[config.mk]
export PLATFORM = sky130hd
export DESIGN_NAME = ymp_apb_master
export DESIGN_NICKNAME = d
export VERILOG_FILES = /design/src/rtl/ymp_apb_master.sv
export SDC_FILE = /design/constraint.sdc
export NUM_CORES = 1
export LEC_CHECK = 0
export ABC_AREA = 1
export CAP_MARGIN = 20
export CORE_MARGIN = 2
export CORE_UTILIZATION = 36
export CTS_BUF_LIST = sky130_fd_sc_hd__clkbuf_4
export DETAILED_ROUTE_END_ITERATION = 7
export GPL_ROUTABILITY_DRIVEN = 0
export PLACE_DENSITY = 0.81
export SETUP_SLACK_MARGIN = 0.1
export SLEW_MARGIN = 20
export SYNTH_ARGS = -nofsm -noshare
export SYNTH_HDL_FRONTEND = slang
export SYNTH_SLANG_ARGS = --single-unit
[constraint.sdc]
create_clock -name clk_i -period 1.4 [get_ports clk_i]
set_input_delay 0.28 -clock clk_i [delete_from_list [all_inputs] [get_ports clk_i]]
set_output_delay 0.28 -clock clk_i [all_outputs]
set_load 0.1 [all_outputs]
[src/rtl/ymp_apb_master.sv]
// APB requester: turns one valid/ready request into a SETUP/ACCESS transfer and returns a held response.
// Define YMP_APB_MASTER_TIMEOUT_EN to abort ACCESS after TIMEOUT_CYCLES wait cycles.
module ymp_apb_master #(
    parameter int ADDR_W         = 32,
    parameter int DATA_W         = 32,
    parameter int TIMEOUT_CYCLES = 16
) (
    input  logic              clk_i,
    input  logic              rst_i,
    input  logic              req_valid_i,
    output logic              req_ready_o,
    input  logic              req_write_i,
    input  logic [ADDR_W-1:0] req_addr_i,
    input  logic [DATA_W-1:0] req_wdata_i,
    output logic              rsp_valid_o,
    input  logic              rsp_ready_i,
    output logic [DATA_W-1:0] rsp_rdata_o,
    output logic              rsp_err_o,
    output logic              rsp_timeout_o,
    output logic              busy_o,
    output logic [ADDR_W-1:0] paddr_o,
    output logic [DATA_W-1:0] pwdata_o,
    output logic              pwrite_o,
    output logic              psel_o,
    output logic              penable_o,
    input  logic [DATA_W-1:0] prdata_i,
    input  logic              pready_i,
    input  logic              pslverr_i
);

    typedef enum logic [1:0] {IDLE, SETUP, ACCESS, RESP} state_t;

    state_t state;
    state_t state_next;

    logic handshake;
    logic access_done;
    logic expired;

    assign handshake   = req_valid_i && (state == IDLE);
    assign access_done = (state == ACCESS) && pready_i;

`ifdef YMP_APB_MASTER_TIMEOUT_EN
    localparam int CNT_W = $clog2(TIMEOUT_CYCLES + 1);

    logic [CNT_W-1:0] wait_cnt;
    logic             timeout_q;

    // Expiry is the last permitted wait cycle; a ready slave in that cycle still completes normally.
    assign expired = (state == ACCESS) && !pready_i &&
                     (wait_cnt == CNT_W'(TIMEOUT_CYCLES - 1));

    always_ff @(posedge clk_i) begin
        if (rst_i) begin
            wait_cnt  <= '0;
            timeout_q <= 1'b0;
        end else begin
            if (state == SETUP) begin
                wait_cnt <= '0;
            end else if ((state == ACCESS) && !pready_i) begin
                wait_cnt <= wait_cnt + 1'b1;
            end
            if (handshake) begin
                timeout_q <= 1'b0;
            end else if (expired) begin
                timeout_q <= 1'b1;
            end
        end
    end

    assign rsp_timeout_o = timeout_q;
`else
    assign expired       = 1'b0;
    assign rsp_timeout_o = 1'b0;
`endif

    always_ff @(posedge clk_i) begin
        if (rst_i) begin
            state <= IDLE;
        end else begin
            state <= state_next;
        end
    end

    always_comb begin
        state_next  = state;
        req_ready_o = 1'b0;
        psel_o      = 1'b0;
        penable_o   = 1'b0;
        rsp_valid_o = 1'b0;
        busy_o      = 1'b1;
        case (state)
            IDLE: begin
                req_ready_o = 1'b1;
                busy_o      = 1'b0;
                if (req_valid_i) state_next = SETUP;
            end
            SETUP: begin
                psel_o     = 1'b1;
                state_next = ACCESS;
            end
            ACCESS: begin
                psel_o    = 1'b1;
                penable_o = 1'b1;
                if (access_done || expired) state_next = RESP;
            end
            RESP: begin
                rsp_valid_o = 1'b1;
                if (rsp_ready_i) state_next = IDLE;
            end
            default: state_next = IDLE;
        endcase
    end

    // Address/data latch at acceptance and stay put for the whole transfer; response fields only move on completion.
    always_ff @(posedge clk_i) begin
        if (rst_i) begin
            paddr_o     <= '0;
            pwdata_o    <= '0;
            pwrite_o    <= 1'b0;
            rsp_rdata_o <= '0;
            rsp_err_o   <= 1'b0;
        end else begin
            if (handshake) begin
                paddr_o     <= req_addr_i;
                pwdata_o    <= req_wdata_i;
                pwrite_o    <= req_write_i;
                rsp_rdata_o <= '0;
                rsp_err_o   <= 1'b0;
            end
            if (access_done) begin
                rsp_rdata_o <= pwrite_o ? '0 : prdata_i;
                rsp_err_o   <= pslverr_i;
            end else if (expired) begin
                rsp_rdata_o <= '0;
                rsp_err_o   <= 1'b1;
            end
        end
    end

endmodule

# After elaboration in Yosys (flattened, before gate mapping)
# Cells that the tools add are included.
dict set report totals {
  register_bits 100
  latch_bits 0
  mem_bits_rw 0
  romBits 0
  output_inout_bits 104
  elab_cells 32
  mem_count 0
}
dict set report classes {
  addsub 0
  mul 0
  div 0
  n_lt_le_gt_ge 0
  eq_ne 6
  shift 0
  mux 14
  bitwise_logic 0
  reduce_logical 6
}
# cell n
set op_table {}
lappend op_table {{$mux 32} 3}
lappend op_table {{$pmux 2 s4} 1}
lappend op_table {{$mux 1} 7}
lappend op_table {{$mux 2} 3}
lappend op_table {{$ne 2x2->1 const B} 3}
lappend op_table {{$eq 2x2->1 const B} 2}
lappend op_table {{$reduce_and 3->1} 1}
lappend op_table {{$eq 2x1->1 const B} 1}
lappend op_table {{$logic_and 1x1->1} 2}
lappend op_table {{$logic_not 2->1} 1}
lappend op_table {{$reduce_bool 2->1} 1}
lappend op_table {{$reduce_or 2->1} 1}

# Depth between registers and ports, before layout
dict set report depth {
  ltp_word 4
  depth_mapped 8
}

# Least setup slack after synthesis
# Ideal clock, no wire load.
dict set report synth_timing {
  path_type {reg2reg}
  start {register state[0]}
  end {register state[1]}
  setup_time_ns 0.117
  t_arrival_ns 1.645
  slack_ns -0.362
  stages_incl_launch_ff 8
  period_less_slack_ns 1.762
  path_cell_list {dfxtp_1 -> inv_1 -> ha_1 -> nand2_1 -> nand3_1 -> nand2_1 -> nand2_1 -> nor2_1}
}
dict set report synth_via {
  elab_chain_len 4
}
# element line_no
set synth_rtl {}
lappend synth_rtl {{start: declaration} 33} ;# state_t state;
lappend synth_rtl {{start signal: assignment} 81} ;# state <= state_next;
lappend synth_rtl {{$eq 2x2->1} {41, 92}}
lappend synth_rtl {{$logic_and 1x1->1} 41} ;# assign access_done = (state == ACCESS) && pready_i;
lappend synth_rtl {{$ne 2x2->1 (no line)} n/a}
lappend synth_rtl {{$reduce_and 3->1 (no line)} n/a}
# Parallel ways exist; a longest one is shown, timed or not.
# A chain may end at the register's enable or synchronous reset.

# Worst setup path in the final report
dict set report layout_timing {
  start {register state[0]}
  end {output port busy_o}
}
dict set report layout_via {
  elab_chain_len 2
}
# element line_no
set layout_rtl {}
lappend layout_rtl {{$logic_not 2->1} 92} ;# case (state)
lappend layout_rtl {{$mux 1} 92}
lappend layout_rtl {{end: declaration} 20} ;# output logic busy_o,
# Every way passes these cells.

==> implementation parameters <==
Parameter                              Value

Outcome
  Outcome ... finished, violations left
  Failing checks ... negative setup slack

Die
  Die outline area ... 11,000 sq um
  Number of top-level pins ... 207
  CORE AREA ... 9820 sq um
  Die Span X ... 105 um
  Initial Util ... 37.3%
  Die Ht ... 105 um
  Floorplan row count ... 36

Min path
  Worst hold path class ... in2reg

Layout
  Area growth syn-to-layout ... 140%
  Area of the multi-input gates ... 1890 sq um
  Leading cell type in the layout, fill and taps excluded ... sky130_fd_sc_hd__buf_12
  Antenna diodes ... 0
  FF/Latch Area ... 2220 sq um
  Net count reported at finish ... 850
  Leading cell types in the layout, fill and taps excluded ... sky130_fd_sc_hd__buf_12 (114), sky130_fd_sc_hd__clkdlybuf4s50_1 (102), sky130_fd_sc_hd__nor2_1 (76), sky130_fd_sc_hd__dfxtp_2 (62), sky130_fd_sc_hd__buf_4 (59)
  Post-layout utilization of the core ... 89.7%
  Fraction of final layout cells with drive strength greater than 1 ... 58.6%
  Final Instance Count excl. Fillers ... 880
  Number of fill cells in the layout ... 424

Power and ir drop
  Net Switching ... 10.4 mW
  Switching power as a share of total power ... 51.2%
  Cell area power density ... 2310 nW/um^2
  Sequential share of power ... 22.1%
  Part of the total power dissipated in combinational logic ... 70.6%
  Worst-case vdd ir drop ... 1.52 mV
  LEAKAGE ... 3.48 nW
  Clock power frac ... 7.3%
  Design internal power ... 9.93 mW

Logic synthesis
  Nets in the synthesized netlist ... 564
  Unique masters post-synth ... 21
  Post-synthesis average cell area ... 8.03 sq um
  Flop and latch count out of synthesis ... 100
  Area leader, netlist ... sky130_fd_sc_hd__dfxtp_1
  Synth area leaders ... sky130_fd_sc_hd__dfxtp_1 (55%), sky130_fd_sc_hd__nor2_1 (14%), sky130_fd_sc_hd__o21ai_0 (8.2%)
  Area share of the largest cell type after synthesis ... 54.6%
  Post-synth design cell area ... 3660 sq um
  Synthesis warning total ... 0
  Number of cells produced by synthesis ... 456
  Sequential share of the synthesized area ... 54.6%

STA
  Final worst-path setup slack ... -288 ps
  Count of final max-slew check failures ... 0
  Unrepaired setup endpoints after global routing ... yes
  Tcrit/Tclk final ... 121%
  Min cycle time layout ... 1690 ps
  Total negative slack ... -8410 ps
  Worst-case clock skew ... 18.1 ps
  Final Hold Viols ... 0
  FMAX ... 593 MHz
  Minimum hold slack ... 372 ps
  Count of final setup violators ... 97

Clock tree
  Clock root buffer master ... sky130_fd_sc_hd__clkbuf_4
  Clock transition at the registers of the reported paths ... 190 ps
  Number of hold-repair buffers added at the cts stage ... 0
  H-Tree Level Count ... 3
  CTS tree ... yes
  Number of buffers created by CTS ... 9
  Number of clock sinks seen by CTS ... 100
  Largest buffer count on any clock path ... 2
  Clk Latency, worst-skew pair ... 450 ps

Detailed routing
  Routed Antenna Nets ... 0
  Detailed-router iteration count before antenna repair ... 5
  DRC marker count from the first detailed-route iteration ... 196
  Total Routed Length ... 18,300 um
  Remaining DRCs ... 0
  Average wire per cell in the routed design ... 20.8 um
  Via Count ... 4,592
  Via density per instance ... 5.22

Global route
  Via count of the first global-routing pass ... 4,250
  First-pass GRT wire length ... 22,300 um
  Initial antenna violation count ... 0
  Maximum number of pins on one net before global-route repair ... 41
  GRT Util Overall ... 26.1%
  GRT Residual Overflow ... 0

Setup path
  Category of the most critical setup path ... reg2out
  Crit end category ... output port
  Top fanout value on the critical path ... 3
  Critical path data required time ... 1120 ps
  Worst setup SP type ... flip-flop
  CP Data Arrival Time ... 1410 ps

Placement
  Setup slack at placement ... -369 ps
  Dpl hpwl ... 9100 um
  Port Buf Inserts ... 205
  Placed instance count ... 781

Job
  Max-cap viol count ... 0
## power groups by stage
stage / logic (mW) / clock network (mW) / registers, mW
6_report: 14.4 / 1.48 / 4.49
5_1_grt: 14.8 / 1.60 / 4.55
4_1_cts: 12.4 / 1.46 / 4.36
3_5_place_dp: 10.7 / 0 / 4.24
3_3_place_gp: 10.5 / 0 / 4.19
2_1_floorplan: 2.62 / 0 / 8.23
## metrics by stage
| step | power [mW] | instance area [sq um] |
|---|---|---|
| detailed placement | 14.9 | 6900 |
| CTS | 18.2 | 7850 |
| global placement | 14.7 | 6900 |
| finish | 20.3 | 8810 |
| global route | 20.9 | 8810 |
| floorplan | 10.9 | 3680 |
## worst max-delay path: stages, from the launching register on
cell,delay (ps)
sky130_fd_sc_hd__dfxtp_2,400
sky130_fd_sc_hd__inv_4,60
sky130_fd_sc_hd__ha_4,160
sky130_fd_sc_hd__buf_6,110
sky130_fd_sc_hd__clkinvlp_4,70
sky130_fd_sc_hd__buf_12,170
## synth_stat cells (all sizes together)
master    n
buf      17
or2       1
a21oi    34
nand2    72
ha        5
o21ai    67
nand4     1
conb      1
inv      10
dfxtp   100
nor2    133
clkbuf   13
nand3     2
## kinds of logic after synthesis
family	synth area share (%)
AOI/OAI and AO/OA	14.6
and+or+nand+nor	22.0
adders and majority gates	1.71
buffers and inverters	6.90
other	0.102
DFF	54.6
## area by class of cell
| type | count | area share (%) |
|---|---|---|
| timing repair buffer | 300 | 48.4 |
| sequential | 100 | 25.2 |
| multi-input combinational | 317 | 21.5 |
| tap | 133 | 1.89 |
| inverter | 10 | 0.810 |
| clock buffer | 9 | 0.767 |
| timing repair inverter | 4 | 0.739 |
| clock inverter | 7 | 0.625 |
## sequential cells by signal, summed over array words and instances, names as in the netlist
name,cells
paddr_o,32
pwdata_o,32
pwrite_o,1
rsp_err_o,1
rsp_rdata_o,32
state,2
## timing repair
action | CTS | global route
setup buffers | 17 | 48
gates cloned | 11 | 7
pin swaps | 7 | 20
resized for setup | 202 | 148
endpoints found under the setup margin | 195 | 203
## routing by layer
layer  track usage (%)  vias up  part of all wire [%]
met4              11.0        0                   5.1
met2              48.9      250                    54
met1              26.4     2235                    33
li1                  -     2040                     -
met5                 0        -                     0
met3              8.05       67                   7.4
## worst paths after layout
kind | from | end | slack [ps] | cells after the start
setup / recovery | state[0]$_SDFFE_PP0P_ | busy_o | -290 | 5
hold / removal | prdata_i[19] | rsp_rdata_o[19]$_SDFFE_PP0P_ | 370 | 3
setup reg to reg | state[0]$_SDFFE_PP0P_ | pwdata_o[12]$_SDFFE_PP0P_ | -180 | 8
hold reg to reg | rsp_rdata_o[4]$_SDFFE_PP0P_ | rsp_rdata_o[4]$_SDFFE_PP0P_ | 500 | 2
(Power assumes the default switching activity.)
==> variant, RTL diff (config.mk and constraints unchanged) <==
The option `YMP_APB_MASTER_TIMEOUT_EN` is turned on by a define.
--- a/src/rtl/ymp_apb_master.sv
+++ b/src/rtl/ymp_apb_master.sv
@@ -1,5 +1,7 @@
 // APB requester: turns one valid/ready request into a SETUP/ACCESS transfer and returns a held response.
 // Define YMP_APB_MASTER_TIMEOUT_EN to abort ACCESS after TIMEOUT_CYCLES wait cycles.
+`define YMP_APB_MASTER_TIMEOUT_EN
+
 module ymp_apb_master #(
     parameter int ADDR_W         = 32,
     parameter int DATA_W         = 32,
Check against the original RTL: same outputs for any inputs over 10 cycles, from zero or initial values and one cycle with rst_i high; that may be too few to reach the edited logic, so the function may still have changed.
==> variant against the unedited design <==
The run still ends with negative setup slack left. Wire length rose by 4.1%. Sequential cell count rose by 6. Clock skew rose by 1.2 ps. Design area rose by 4.6%. Maximum frequency rose by 2.1%. Total power fell by 5.1%. Area after synthesis rose by 7.0%. Setup slack improved by 35 ps. Critical path type is now reg2reg.
==> variant: results (changes against the unedited design) <==
----------------------------------------------------
[Yosys]
  Post-Synthesis Cell Area ... 3920 sq um (was 3660 sq um)
  Sequential-to-total area share from yosys stat ... 54.2% (was 54.6%)
  Post-synth net total ... 610 (was 564)
  Distinct cells, synth ... 19 (was 21)
  Most instantiated cells after synthesis ... 143 x sky130_fd_sc_hd__nor2_1, 106 x sky130_fd_sc_hd__dfxtp_1, 68 x sky130_fd_sc_hd__o21ai_0 (was 132 x sky130_fd_sc_hd__nor2_1, 100 x sky130_fd_sc_hd__dfxtp_1, 69 x sky130_fd_sc_hd__nand2_1)

[Layout]
  Multi-input gates ... 345 (was 317)
  Non-filler instance count after layout ... 926 (was 880)
  Layout Area Growth over Synthesis ... 135% (was 140%)
  Ratio of cells with drive above 1 in the final layout ... 59.5% (was 58.6%)
  Number of antenna repair diodes ... 1 (was 0)
  Clock Network Area Fraction ... 1.56% (was 1.39%)
  Register share of the cell area ... 25.3% (was 25.2%)
  Non-Clock Inverter Count ... 16 (was 14)
  Non-clock buffer contribution to total cell area ... 46.0% (was 48.4%)
  Area of the multi-input gates ... 2230 sq um (was 1890 sq um)

[Placed design]
  Detail Placement HPWL ... 9910 um (was 9100 um)
  Area after DPL ... 7320 sq um (was 6900 sq um)
  Port buffer count ... 206 (was 205)
  Minimum setup slack after placement ... -301 ps (was -369 ps)

[Timing]
  Setup violation total in the final timing report ... 109 (was 97)
  Final hold slack ... 383 ps (was 372 ps)
  Sum of negative setup slack ... -18,230 ps (was -8410 ps)
  Final worst setup slack ... -253 ps (was -288 ps)

[Clock network]
  Clk pin slew, worst setup/hold paths ... 170 ps (was 190 ps)
  CTS sink count ... 106 (was 100)
  Post-CTS Repair Setup Buffers ... 21 (was 17)

[Detailed routing]
  Met3 wire length ... 1520 um (was 1360 um)
  Total detailed-routing wirelength ... 19,100 um (was 18,300 um)
  Number of optimization iterations in the first detailed-route pass ... 4 (was 5)
  Avg Vias per Cell ... 5.23 (was 5.22)
  Starting DRC count in detailed routing ... 340 (was 196)

[GRT]
  Global router's overall resource usage ... 25.9% (was 26.1%)
  GR met2 Demand/Resource ... 47.8% (was 48.9%)
  Met3 track demand over resource in global routing ... 8.44% (was 8.05%)
  Antenna violations before repair ... 1 (was 0)
  Largest net degree at the start of global routing ... 63 (was 41)

[Worst hold path]
  Worst hold path endpoint ... rsp_rdata_o[4]$_SDFFE_PP0P_ (was rsp_rdata_o[19]$_SDFFE_PP0P_)

[Power and ir drop]
  Static leakage ... 0.00361 uW (was 0.00348 uW)
  VDD IR max ... 1800 uV (was 1520 uV)

[Setup path]
  Largest stage delay on the critical path ... 370 ps (was 400 ps)
  Peak fanout along the critical path ... 7 (was 3)
  Crit-path leading delay family ... compound AO/OA/AOI/OAI gates (was buffers and inverters)
  Capture instance of the worst register-to-register path ... rsp_rdata_o[3]$_SDFFE_PP0P_ (was pwdata_o[12]$_SDFFE_PP0P_)

[Status]
  Status ... finished, violations left (unchanged)
  Failing checks ... negative setup slack (unchanged)

----------------------------------------------------
[variant: worst max-delay path by stage]
stage,to,slack [ps]
global placement,paddr_o[4]$_SDFFE_PP0P_,-310
global route,paddr_o[1]$_SDFFE_PP0P_,-350
CTS,busy_o,-250
detailed placement,paddr_o[4]$_SDFFE_PP0P_,-300
floorplan,busy_o,-180
finish,rsp_rdata_o[3]$_SDFFE_PP0P_,-250
[variant: cell families after synthesis]
| group | Yosys count | share of synthesized area (%) |
|---|---|---|
| and+or+nand+nor | 232 | 23.8 |
| AOI/OAI and AO/OA | 106 | 13.7 |
| DFF | 106 | 54.2 |
| buffers and inverters | 51 | 6.45 |
| adders and majority gates | 6 | 1.92 |
[variant: power by group through the flow]
stage | clock network (uW) | logic (uW) | registers (uW)
CTS | 1670 | 11600 | 4560
detailed placement | 0 | 10600 | 4510
global route | 1780 | 13400 | 4750
global placement | 0 | 10400 | 4450
floorplan | 0 | 2420 | 8670
finish | 1640 | 13000 | 4690
